<file path="src/rtl/alu_seq.sv">
// alu_seq: execution stage producing a registered result and a persistent {N,V,C,Z} flags register.
// Single-cycle arithmetic/logic ops. MUL/MULH run a DATA_BUS_WIDTH-step shift-add multiplier
// behind a start/busy/done handshake.
module alu_seq #(
  parameter int unsigned DATA_BUS_WIDTH = 8
) (
  input  logic                      clock,
  input  logic                      reset,
  input  logic                      start,
  input  logic [3:0]                op,
  input  logic [DATA_BUS_WIDTH-1:0] a,
  input  logic [DATA_BUS_WIDTH-1:0] b,
  output logic [DATA_BUS_WIDTH-1:0] result,
  output logic [3:0]                flags,
  output logic                      busy,
  output logic                      done
);

  localparam int unsigned W  = DATA_BUS_WIDTH;
  localparam int unsigned CW = (W > 1) ? $clog2(W) : 1;

  localparam logic [3:0] OP_ADD  = 4'h0;
  localparam logic [3:0] OP_ADC  = 4'h1;
  localparam logic [3:0] OP_SUB  = 4'h2;
  localparam logic [3:0] OP_SBC  = 4'h3;
  localparam logic [3:0] OP_AND  = 4'h4;
  localparam logic [3:0] OP_OR   = 4'h5;
  localparam logic [3:0] OP_XOR  = 4'h6;
  localparam logic [3:0] OP_NOT  = 4'h7;
  localparam logic [3:0] OP_SHL  = 4'h8;
  localparam logic [3:0] OP_SHR  = 4'h9;
  localparam logic [3:0] OP_ROL  = 4'hA;
  localparam logic [3:0] OP_INC  = 4'hB;
  localparam logic [3:0] OP_DEC  = 4'hC;
  localparam logic [3:0] OP_MUL  = 4'hD;
  localparam logic [3:0] OP_MULH = 4'hE;
  localparam logic [3:0] OP_CMP  = 4'hF;

  localparam logic [0:0] ST_IDLE = 1'b0;
  localparam logic [0:0] ST_MUL  = 1'b1;

  logic [0:0]     state_q, state_d;
  logic [W-1:0]   result_q, result_d;
  logic [3:0]     flags_q, flags_d;
  logic           done_q, done_d;
  logic [2*W-1:0] acc_q, acc_d;
  logic [W-1:0]   mcand_q, mcand_d;
  logic           mulh_q, mulh_d;
  logic [CW-1:0]  cnt_q, cnt_d;

  logic [W:0]     sum_w;
  logic [W-1:0]   alu_val;
  logic           alu_wr;
  logic           alu_c;
  logic           alu_v;
  logic [3:0]     alu_flags;
  logic           cin;

  logic [W:0]     mul_sum;
  logic [2*W-1:0] mul_next;
  logic [W-1:0]   mul_res;
  logic           mul_c;

  assign result = result_q;
  assign flags  = flags_q;
  assign busy   = (state_q == ST_MUL);
  assign done   = done_q;
  assign cin    = flags_q[1];

  // Single-cycle datapath: value driving N/Z, carry, overflow and whether result is written
  always_comb begin
    sum_w   = '0;
    alu_val = result_q;
    alu_wr  = 1'b1;
    alu_c   = cin;
    alu_v   = 1'b0;
    unique case (op)
      OP_ADD, OP_ADC: begin
        sum_w   = {1'b0, a} + {1'b0, b} + ((op == OP_ADC) ? (W+1)'(cin) : '0);
        alu_val = sum_w[W-1:0];
        alu_c   = sum_w[W];
        alu_v   = (a[W-1] == b[W-1]) && (sum_w[W-1] != a[W-1]);
      end
      OP_SUB, OP_SBC, OP_CMP: begin
        sum_w   = {1'b0, a} - {1'b0, b} - ((op == OP_SBC) ? (W+1)'(cin) : '0);
        alu_val = sum_w[W-1:0];
        alu_c   = sum_w[W];
        alu_v   = (a[W-1] != b[W-1]) && (sum_w[W-1] != a[W-1]);
        alu_wr  = (op != OP_CMP);
      end
      OP_AND: alu_val = a & b;
      OP_OR:  alu_val = a | b;
      OP_XOR: alu_val = a ^ b;
      OP_NOT: alu_val = ~a;
      OP_SHL: begin
        alu_val = {a[W-2:0], 1'b0};
        alu_c   = a[W-1];
      end
      OP_SHR: begin
        alu_val = {1'b0, a[W-1:1]};
        alu_c   = a[0];
      end
      OP_ROL: begin
        alu_val = {a[W-2:0], cin};
        alu_c   = a[W-1];
      end
      OP_INC: begin
        alu_val = a + W'(1);
        alu_v   = (a == {1'b0, {(W-1){1'b1}}});
      end
      OP_DEC: begin
        alu_val = a - W'(1);
        alu_v   = (a == {1'b1, {(W-1){1'b0}}});
      end
      default: alu_wr = 1'b0;
    endcase
    alu_flags = {alu_val[W-1], alu_v, alu_c, (alu_val == '0)};
  end

  // Next state: accept ops when idle, step the shift-add multiplier while busy
  always_comb begin
    state_d  = state_q;
    result_d = result_q;
    flags_d  = flags_q;
    done_d   = 1'b0;
    acc_d    = acc_q;
    mcand_d  = mcand_q;
    mulh_d   = mulh_q;
    cnt_d    = cnt_q;

    // acc holds {partial product, remaining multiplier bits}; add then shift right
    mul_sum  = {1'b0, acc_q[2*W-1:W]} + (acc_q[0] ? {1'b0, mcand_q} : '0);
    mul_next = {mul_sum, acc_q[W-1:1]};
    mul_res  = mulh_q ? mul_next[2*W-1:W] : mul_next[W-1:0];
    mul_c    = mulh_q ? (mul_next[W-1:0] != '0) : (mul_next[2*W-1:W] != '0);

    unique case (state_q)
      ST_IDLE: begin
        if (start) begin
          if (op == OP_MUL || op == OP_MULH) begin
            state_d = ST_MUL;
            acc_d   = {W'(0), b};
            mcand_d = a;
            mulh_d  = (op == OP_MULH);
            cnt_d   = '0;
          end else begin
            if (alu_wr) result_d = alu_val;
            flags_d = alu_flags;
            done_d  = 1'b1;
          end
        end
      end
      ST_MUL: begin
        acc_d = mul_next;
        cnt_d = cnt_q + CW'(1);
        if (cnt_q == CW'(W-1)) begin
          state_d  = ST_IDLE;
          done_d   = 1'b1;
          result_d = mul_res;
          flags_d  = {mul_res[W-1], 1'b0, mul_c, (mul_res == '0)};
        end
      end
      default: state_d = ST_IDLE;
    endcase
  end

  // State register with synchronous reset
  always_ff @(posedge clock) begin
    if (reset) begin
      state_q  <= ST_IDLE;
      result_q <= '0;
      flags_q  <= '0;
      done_q   <= 1'b0;
      acc_q    <= '0;
      mcand_q  <= '0;
      mulh_q   <= 1'b0;
      cnt_q    <= '0;
    end else begin
      state_q  <= state_d;
      result_q <= result_d;
      flags_q  <= flags_d;
      done_q   <= done_d;
      acc_q    <= acc_d;
      mcand_q  <= mcand_d;
      mulh_q   <= mulh_d;
      cnt_q    <= cnt_d;
    end
  end

endmodule

</file>
<file path="config.mk">
export PLATFORM = sky130hd
export DESIGN_NAME = alu_seq
export DESIGN_NICKNAME = d
export VERILOG_FILES = /design/src/rtl/alu_seq.sv
export SDC_FILE = /design/constraint.sdc
export NUM_CORES = 1
export LEC_CHECK = 0
export ABC_CLOCK_PERIOD_IN_PS = 5000
export CORE_AREA = 2 2 115 117
export CTS_CLUSTER_DIAMETER = 150
export DETAILED_ROUTE_END_ITERATION = 7
export DIE_AREA = 0 0 117 119
export GPL_ROUTABILITY_DRIVEN = 1
export REMOVE_ABC_BUFFERS = 1
export SLEW_MARGIN = 20
export SYNTH_ARGS = -nofsm -noshare
export SYNTH_HDL_FRONTEND = slang
export SYNTH_SLANG_ARGS = --single-unit
</file>
<file path="constraint.sdc">
create_clock -name clock -period 5 [get_ports clock]
set_input_delay 0.5 -clock clock [delete_from_list [all_inputs] [get_ports clock]]
set_output_delay 0.5 -clock clock [all_outputs]
set_load 0.05 [all_outputs]
</file>
==> results of run 1 <==
==> worst max path at each step <==
stage	cells after the start	end	slack, ps	from
3_3_place_gp	13	result[6]$_SDFFE_PP0P_	790	op[3]
5_1_grt	13	result[6]$_SDFFE_PP0P_	890	op[3]
2_1_floorplan	11	flags[1]$_SDFFE_PP0P_	1690	flags[1]$_SDFFE_PP0P_
4_1_cts	13	result[6]$_SDFFE_PP0P_	1070	op[3]
6_report	13	result[6]$_SDFFE_PP0P_	1030	op[3]
3_5_place_dp	13	result[6]$_SDFFE_PP0P_	790	op[3]
==> stage by stage <==
step           power, mW  std cells  hold slack, ps  cell area [µm²]  util (%)
2_1_floorplan      0.610        553             426             4230         -
3_3_place_gp       0.751        776             444             4890      38.0
3_5_place_dp       0.754        776             443             4890      38.0
4_1_cts             1.13        784             452             5060      39.3
5_1_grt             1.19        784             473             5060      39.3
6_report            1.13        784             450             5060      39.3
==> synth_stat cells, drive strengths merged (4+ instances only) <==
cell / n / area share (%)
nor2: 61 / 5.2
nand2: 55 / 4.7
ha: 46 / 13
dfxtp: 42 / 19
a21oi: 39 / 4.4
o21ai: 33 / 3.8
inv: 30 / 2.6
buf: 18 / 2.3
nor3: 17 / 1.9
clkbuf: 16 / 1.4
nand3: 16 / 1.8
o211ai: 13 / 2.2
a211oi: 12 / 2.1
a31oi: 12 / 1.7
xor2: 11 / 2.2
a21o: 10 / 1.7
nand2b: 10 / 1.4
nor2b: 10 / 1.4
xnor2: 10 / 2.0
and3: 9 / 1.3
and2: 8 / 1.1
a32oi: 7 / 1.4
a22oi: 6 / 1.0
fa: 6 / 2.7
mux2: 5 / 1.3
mux2i: 5 / 1.1
o21a: 5 / 0.86
o22ai: 5 / 0.71
or3: 5 / 0.71
a221oi: 4 / 0.80
a311oi: 4 / 0.80
nor3b: 4 / 0.68
o2bb2ai: 4 / 0.80
or4: 4 / 0.68
==> worst reg2reg max path, cell delays in order (launching register included) <==
cell,delay (ps)
dfxtp_1,470
nand2_1,80
or4_1,440
fa_1,440
fa_1,420
o21ai_0,270
a211oi_1,160
a31oi_1,240
xor2_1,170
a22oi_1,80
a311o_1,340
a311oi_1,220
==> metal layers <==
layer | routed length (µm) | track usage (%) | share of wire, % | vias to the layer above
met2 | 6770 | 33.0 | 46 | 187
met5 | 0 | 0 | 0 | -
met4 | 396 | 6.54 | 2.7 | 0
li1 | - | - | - | 2189
met3 | 1060 | 2.85 | 7.2 | 24
met1 | 6480 | 31.7 | 44 | 2144
==> sequential cells by signal (all words and copies together), names as in the netlist <==
signal	flops
flags	4
cnt_q	3
busy	1
result	8
done	1
mulh_q	1
mcand_q	8
acc_q	16
==> cells by family (layout without fill, tap and decap cells) <==
group | count (synthesis) | in the layout | share of synthesized area (%)
AO/OA/AOI/OAI | 183 | 183 | 28.3
XOR/XNOR | 21 | 21 | 4.19
adder cells (fa/ha/maj) | 52 | 52 | 15.8
buffers and inverters | 65 | 86 | 6.27
flip-flops | 42 | 42 | 19.2
multiplexers | 10 | 10 | 2.42
AND/OR/NAND/NOR | 214 | 214 | 23.8
==> layout make-up <==
type | instances | area [µm²] | area share [%]
well taps | 176 | 220 | 4.35
inverters | 31 | 116 | 2.30
flip-flops and latches | 42 | 841 | 16.6
clock buffers | 5 | 125 | 2.47
clock inverters | 3 | 43.8 | 0.865
repair buffers | 47 | 443 | 8.75
multi-input cells | 480 | 3270 | 64.7
==> power by group <==
group | internal (mW) | leakage, nW | total, mW | switching, mW
registers | 0.349 | 0.342 | 0.364 | 0.0152
logic | 0.151 | 1.63 | 0.389 | 0.238
clock network | 0.236 | 0.0842 | 0.372 | 0.136
==> impl_results.md, run 1 <==
* Hold wc startpoint: mcand_q[5]$_SDFFE_PP0P_
* Hold-fix buffers, CTS at 0
* Final worst path period share at between 70 and 80%
* Clock buffer count from CTS at 5
* Worst hold endpoint: mcand_q[5]$_SDFFE_PP0P_
* Slowest CP cell: nor3_1
* Clk root buf: clkbuf_16
* Worst r2r path cells at 11
* Post-synth top flop: dfxtp_1
* CP Max Fanout at 18
* PD cells at approximately 220 mW/mm²
* Worst r2r src: flags[1]$_SDFFE_PP0P_
* Dpl ws at 787 ps
* Reg2reg setup slack at 1570 ps
* # IOs at 37
* Routability cong. at 1.03
* Via count at ~4500
* Tmin final at 3970 ps
* F_max at 0.252 GHz
* R2R Path End: flags[1]$_SDFFE_PP0P_
* Status: finished, final reports clean
* Syn. warnings at 0
* Post-CTS Setup Bufs at 0
* Async SR Flop Fraction at 0%
* WP data required at 5190 ps
* Post_cts resized at 0
* Pre-Repair DR Iteration Count at 5
* Final WS setup at just over 1000 ps
* Remaining DRCs at 0
* Post-synth EDFFs at 0
* Longest Clk Path Bufs at 2
* Share of cells above drive strength 1 at 5.10%
* Post-Synthesis Cells at 587
* Peak VDD IR at 0.000133 V
* Core region area at around 0.013 mm²
* Area grow syn2layout at 15.3%
* Commonest non-fill, non-tap cell in the layout: nor2_1
* Setup Viol. Count Final at 0
* H-tree levels at 2
* Die Footprint at 0.0139 mm²
* Max_cap viols at 0
* FP Rows at 42
* Crit path DAT at 4160 ps
* Seq cells post-synth at 42
* HPWL after detailed placement at 11400 µm
* Final WL at 14700 µm
* Worst-skew pair later-pin latency at 280 ps
* Final net count at between 600 and 700
* Crit Path Class: in -> reg
* Clk sinks at between 40 and 50
* Crit-path max cell delay at 480 ps
* Hold depth at 2
* First-pass GRT wire length at 23600 µm
* CTS tree: done
* Clk slew on worst S/H paths at 60 ps
* Synthesized cell area at 0.00439 mm²
* Crit. End Element: flip-flop
* Via/cell ratio at approximately 5.8
* DRT iter0 DRCs at between 500 and 600
* Lkg Pwr at 2.06 nW
* Initial antenna violation count at 0
* Skew final at 6.02 ps
* Largest net degree at the start of global routing at 37
* Vias in the first global route at 4241
* Commonest non-fill, non-tap cells in the layout: nor2_1 (61), nand2_1 (55), ha_1 (46), dfxtp_1 (42), a21oi_1 (39)
* Worst-path cell chain: clkdlybuf4s50_1 > buf_4 > nor3_1 > nand3_1 > fa_1 > fa_1 > nor2b_1 > o31a_1 > o21a_1 > nor3_1 > o31ai_1 > o221ai_1 > a311oi_1
* Avg Cell Area, Syn at 7.48 µm²
* Global route overflow at 0
* WL per Instance at approximately 19 µm
* Sequential cell area fraction in the yosys report at 19.2%
* Setup crit start kind: input port
* Overall routing resource usage at 21.7%
* Total Neg Setup Slack at 0 ps
* Critical path buffer and inverter count at 2
* Delay-heaviest family, CP: compound AO/OA/AOI/OAI gates
* Relative slew slack at 32.8%
* HP Class: reg -> reg
* Starting density of the core at 34.1%
* Synth unique cells at 66
* Die H at 119 µm
* Ant diodes at 0
* Worst-margin pin slew at 1010 ps
* RSZ-0062 raised after global routing: false
* Final Hold Vio Count at 0
* I/O Buffers at 36
* Width of the die at 117 µm
* Pins Over Slew Limit at 0
* Fill cells at 1367
* Final ANT Viol Nets at 0
Power figures use the tool's default switching activity.
==> run 2: changes to the inputs <==
Settings changed: ABC_CLOCK_PERIOD_IN_PS 5000 to 3400.
Clock period 5 ns to 3.4 ns, I/O delays scaled along.
==> run 2 against run 1 <==
  * Count of clock-buffer cells in the layout grew 1
  * Worst setup slack lost 900 ps
  * Critical path depth fell by 2
  * Critical endpoint is now result[5]$_SDFFE_PP0P_
  * First-iteration DRC count down 33%
  * Hold slack gained 2.6 ps
  * Highest routed layer unchanged
  * Combinational power is 68% higher
==> impl_results.md, run 2 (synthesized netlist as in run 1, its figures left out) <==
* Status: finished, final reports clean
* Met2 usage at 33.6% (+0.61 points)
* HPWL after detailed placement at 11900 µm (+4.8%)
* Clk slew on worst S/H paths at 60 ps (about the same)
* Global route overflow at 0 (unchanged)
* Final net count at 737 (+8.1%)
* Longest Clk Path Bufs at 2 (unchanged)
* Slowest CP cell: or4_4
* Worst r2r path cells at 11 (unchanged)
* Clk root buf: clkbuf_16
* Skew final at 5.94 ps (-0.0730 ps)
* Worst-margin pin slew at 610 ps (-395 ps)
* CP startpoint: flags[1]$_SDFFE_PP0P_
* Tmin final at 3270 ps
* Met1 usage at 31.6% (-0.060 points)
* Utilization after layout at 42.8% (+3.5 points)
* Vias in the first global route at 4417 (+4.1%)
* Hold WS at 452 ps (+2.55 ps)
* Setup Viol. Count Final at 0 (unchanged)
* I/O Buffers at 36 (unchanged)
* CP endpoint: result[5]$_SDFFE_PP0P_
* Clk sinks at 42 (unchanged)
* F_max at 0.306 GHz
* Via count at 4697 (+3.4%)
* Worst r2r src: flags[1]$_SDFFE_PP0P_
* Largest net degree at the start of global routing at 35 (-5.4%)
* Setup crit start kind: flip-flop
* Final non-filler cell total at 839 (+7.0%)
* Core region area at 0.0129 mm² (unchanged)
* Starting density of the core at 34.1% (unchanged)
* Width of the die at 117 µm (unchanged)
* Max_cap viols at 0 (unchanged)
* Clock buffer count from CTS at 5 (unchanged)
* Via/cell ratio at 5.60 (-3.4%)
* Lkg Pwr at 2.35 nW (+14%)
* FP Rows at 42 (unchanged)
* Area grow syn2layout at 25.6%
* Commonest non-fill, non-tap cell in the layout: buf_4
* GR peak layer: met2
* Peak VDD IR at 0.000207 V (+56%)
* HP Class: reg -> reg
* Placed cell count at 829 (+6.8%)
* Final WL at 15100 µm (+2.3%)
* # IOs at 37 (unchanged)
* Worst-skew pair later-pin latency at 280 ps (about the same)
* Final worst path period share at 96.3%
* First-pass GRT wire length at 23700 µm (+0.56%)
* Die H at 119 µm (unchanged)
* Max FFs per register at 16 (unchanged)
* Met3 GRT Util at 3.16% (+0.31 points)
* RSZ-0062 raised after global routing: false
* Die Footprint at 0.0139 mm² (unchanged)
* Crit-path max cell delay at 530 ps (+50 ps)
* CP Max Fanout at 3 (-15)
* Share of cells above drive strength 1 at 14.8% (+9.7 points)
* WL per Instance at 17.9 µm (-4.4%)
* Pre-Repair DR Iteration Count at 5 (unchanged)
* PD cells at 301 mW/mm² (+35%)
* Final Hold Vio Count at 0 (unchanged)
* Relative slew slack at 59.2% (+26 points)
* Hold wc startpoint: mcand_q[6]$_SDFFE_PP0P_
* Routability cong. at 0.987 (-4.6%)
* Ant diodes at 0 (unchanged)
* Overall Power at 1.66 mW (+47%)
* Crit Path Class: reg -> reg
* Final ANT Viol Nets at 0 (unchanged)
* CTS tree: done
* Reg2reg setup slack at 130 ps (-1440 ps)
* DRT iter0 DRCs at 377 (-33%)
* Pins Over Slew Limit at 0 (unchanged)
* R2R Path End: result[5]$_SDFFE_PP0P_
* H-tree levels at 2 (unchanged)
* Remaining DRCs at 0 (unchanged)
* Crit path DAT at 3480 ps (-680 ps)
* Crit. End Element: flip-flop
* WP data required at 3600 ps (-1590 ps)
* Overall routing resource usage at 21.8% (+0.11 points)
* Initial antenna violation count at 0 (unchanged)
* Commonest non-fill, non-tap cells in the layout: buf_4 (65), nor2_1 (61), nand2_1 (55), ha_1 (45), dfxtp_1 (41)
* Worst-path cell chain: nand2_1 > or4_4 > fa_2 > ha_1 > or4_1 > o221a_1 > xnor2_1 > o211ai_1 > o32ai_2 > o211a_1 > nor3_1
* Top reg by flops: acc_q
run 2: layout make-up:
class,instances,area [µm²]
fillers,1326,7360
multi-input cells,480,3330
repair buffers,102,862
flip-flops and latches,42,842
well taps,176,220
clock buffers,6,129
inverters,31,116
clock inverters,2,13.8
run 2: how the worst min path moves through the flow:
stage	end	slack (ps)	cells after the start
after floorplan	acc_q[10]$_SDFFE_PP0P_	410	1
after global placement	mcand_q[7]$_SDFFE_PP0P_	440	2
after detailed placement	mcand_q[0]$_SDFFE_PP0P_	440	2
after CTS	mcand_q[0]$_SDFFE_PP0P_	450	2
after global routing	mcand_q[7]$_SDFFE_PP0P_	480	2
final	mcand_q[6]$_SDFFE_PP0P_	450	2
run 2: metrics by stage:
stage	area, µm²	setup WS (ps)	setup TNS [ps]
6_report	5510	127	0
5_1_grt	5510	6.99	0
4_1_cts	5460	12.7	0
3_5_place_dp	5290	-442	-2970
3_3_place_gp	5290	-393	-2860
2_1_floorplan	4230	94.9	0
run 2: repair_timing:
action                                  in CTS  in global routing
pin swaps                                   13                  7
setup buffers                                1                  1
gates resized for setup                      8                 12
endpoints found under the setup margin       7                  9
hold buffers                                 0                  0
run 2: worst max-delay path: cells and delay by family, from the launching register on:
kind	cells	cell delay [ps]
simple gates	4	1200
flops	1	360
xor+xnor	1	120
compound gates	4	930
fa+ha+maj	2	580
run 2: layer usage:
metal  wire [µm]  up-vias
met5           0        -
met2        6630      182
li1            -     2299
met4         459        0
met3        1000       25
met1        6960     2191
run 2: where the power goes:
group          switching [mW]  internal (mW)  total (mW)
Sequential             0.0233          0.514       0.537
Clock                   0.195          0.272       0.468
Combinational           0.373          0.282       0.655
==> run 3: changes to the inputs <==
Settings changed: RECOVER_POWER set to 50.
==> run 3 against run 2 <==
  * Count of clock-buffer cells in the layout did not move
  * Cell count did not move
  * Via count shrank 0.28%
==> impl_results.md, run 3 (synthesized netlist as in run 1, its figures left out) <==
* Status: finished, final reports clean
* Via count at 4684 (-0.28%)
* Utilization after layout at 42.7% (-0.087 points)
* Die Footprint at 0.0139 mm² (unchanged)
* Setup crit start kind: flip-flop
* Initial antenna violation count at 0 (unchanged)
* Top sig layer: met4
* Vias in the first global route at 4417 (unchanged)
* Total Neg Setup Slack at 0 ps (unchanged)
* Die H at 119 µm (unchanged)
* WL per Instance at 18.0 µm (+0.49%)
* H-tree levels at 2 (unchanged)
* Longest Clk Path Bufs at 2 (unchanged)
* Clk sinks at 42 (unchanged)
* Hold wc startpoint: mcand_q[6]$_SDFFE_PP0P_
* Share of cells above drive strength 1 at 14.3% (-0.45 points)
* Dpl ws at -442 ps (unchanged)
* Post-route cell area at 0.00550 mm² (-0.20%)
* HPWL after detailed placement at 11900 µm (unchanged)
* F_max at 0.306 GHz (+0.28%)
* Core region area at 0.0129 mm² (unchanged)
* R2R Path End: result[5]$_SDFFE_PP0P_
* Crit. End Element: flip-flop
* Hold depth at 2 (unchanged)
* WP data required at 3600 ps (about the same)
* WL met3 at 959 µm (-4.3%)
* Clk root buf: clkbuf_16
* HP Class: reg -> reg
* Worst r2r src: flags[1]$_SDFFE_PP0P_
* Commonest non-fill, non-tap cell in the layout: buf_4
* FP Rows at 42 (unchanged)
* Worst hold endpoint: mcand_q[6]$_SDFFE_PP0P_
* Reg2reg setup slack at 140 ps (about the same)
* PD cells at 301 mW/mm² (about the same)
* CP Max Fanout at 3 (unchanged)
* Pins Over Slew Limit at 0 (unchanged)
* Clk slew on worst S/H paths at 60 ps (about the same)
* Starting density of the core at 34.1% (unchanged)
* Crit path DAT at 3470 ps (about the same)
* Overall routing resource usage at 21.8% (unchanged)
* Peak VDD IR at 0.000206 V (-0.34%)
* Remaining DRCs at 0 (unchanged)
* Logic pwr share at 39.3% (-0.2 points)
* Placed inst area at 0.00529 mm² (unchanged)
* # IOs at 37 (unchanged)
* Top reg by flops: acc_q
* Worst-margin pin slew at 778 ps (+168 ps)
* Clock buffer count from CTS at 5 (unchanged)
* Final WL at 15100 µm (+0.49%)
* Final worst path period share at 96.0% (-0.27 points)
* Max FFs per register at 16 (unchanged)
* Crit Path Class: reg -> reg
* RSZ-0062 raised after global routing: false
* Final ANT Viol Nets at 0 (unchanged)
* Final Hold Vio Count at 0 (unchanged)
* Skew final at 6.35 ps (+0.405 ps)
* Sw frac at 35.8% (+0.17 points)
* Worst r2r path cells at 11 (unchanged)
* Width of the die at 117 µm (unchanged)
* CTS tree: done
* Pint at 1.06 mW (-0.53%)
* Final net count at 737 (unchanged)
* Max_cap viols at 0 (unchanged)
* Area grow syn2layout at 25.3%
* Setup Viol. Count Final at 0 (unchanged)
* DRT iter0 DRCs at 344 (-8.8%)
* Largest net degree at the start of global routing at 35 (unchanged)
* Ant diodes at 0 (unchanged)
* Hold-fix buffers, CTS at 0 (unchanged)
* Global route overflow at 0 (unchanged)
* Tmin final at 3260 ps (-9.24 ps)
* Sequential Power Share at 32.4% (about the same)
* Net Switching at 0.593 mW (+0.19%)
* First-pass GRT wire length at 23700 µm (unchanged)
* Final WS setup at 136 ps (+9.24 ps)
* Met1 Wirelength at 7050 µm (+1.2%)
* Met2 wire length at 6720 µm (+1.3%)
* Relative slew slack at 48.1% (-11 points)
* Lkg Pwr at 2.37 nW (+1.2%)
* Hold WS at 452 ps (+0.304 ps)
* Pre-Repair DR Iteration Count at 5 (unchanged)
* Worst-skew pair later-pin latency at 280 ps (about the same)
* I/O Buffers at 36 (unchanged)
* Clock network fraction of design power at 28.3% (about the same)
* Commonest non-fill, non-tap cells in the layout: buf_4 (62), nor2_1 (61), nand2_1 (55), ha_1 (45), dfxtp_1 (41)
* Routability cong. at 0.987 (unchanged)
* Via/cell ratio at 5.58 (-0.28%)
run 3: what timing repair did:
action	in CTS	in global routing
endpoints found under the hold margin	0	0
setup buffers	1	1
setup endpoints to repair	7	9
resized for setup	8	12
gates cloned	0	0
pin swaps	13	7
run 3: area by class of cell:
| class | instances | area (µm²) |
|---|---|---|
| Clock buffer | 6 | 129 |
| Clock inverter | 2 | 13.8 |
| Fill cell | 1330 | 7370 |
| Inverter | 31 | 116 |
| Multi-Input combinational cell | 480 | 3330 |
| Sequential cell | 42 | 842 |
| Tap cell | 176 | 220 |
| Timing Repair Buffer | 102 | 851 |
run 3: worst max-delay path by stage:
stage	startpoint	end	slack, ps	depth (start not counted)
2_1_floorplan	flags[1]$_SDFFE_PP0P_	flags[1]$_SDFFE_PP0P_	90	11
6_report	flags[1]$_SDFFE_PP0P_	result[5]$_SDFFE_PP0P_	140	11
4_1_cts	op[1]	result[6]$_SDFFE_PP0P_	10	13
3_3_place_gp	op[1]	flags[0]$_SDFFE_PP0P_	-390	12
3_5_place_dp	op[1]	flags[0]$_SDFFE_PP0P_	-440	12
5_1_grt	flags[1]$_SDFFE_PP0P_	flags[1]$_SDFFE_PP0P_	7	11
run 3: metal layers:
metal | up-vias | global-route usage (%)
li1 | 2297 | -
met1 | 2206 | 31.6
met2 | 158 | 33.6
met3 | 23 | 3.16
met4 | 0 | 5.74
met5 | - | 0
run 3: worst max-delay path: stages (launching register included):
cell and delay (ps):
dfxtp_2 360, nand2_1 60, or4_4 530, fa_2 370
ha_1 210, or4_1 460, o221a_1 240, xnor2_1 120
o211ai_1 320, o32ai_2 140, o211a_1 220, nor3_1 150
run 3: per-stage QoR:
stage / instances / power (mW)
final: 839 / 1.66
after global routing: 839 / 1.74
after CTS: 838 / 1.64
after detailed placement: 829 / 1.17
after global placement: 829 / 1.17
after floorplan: 553 / 0.897
run 3: power groups by stage:
stage	registers (mW)	logic (mW)	clock network, mW
CTS	0.536	0.635	0.472
floorplan	0.585	0.312	0
global placement	0.547	0.620	0
finish	0.536	0.650	0.469
global route	0.540	0.704	0.492
detailed placement	0.547	0.622	0
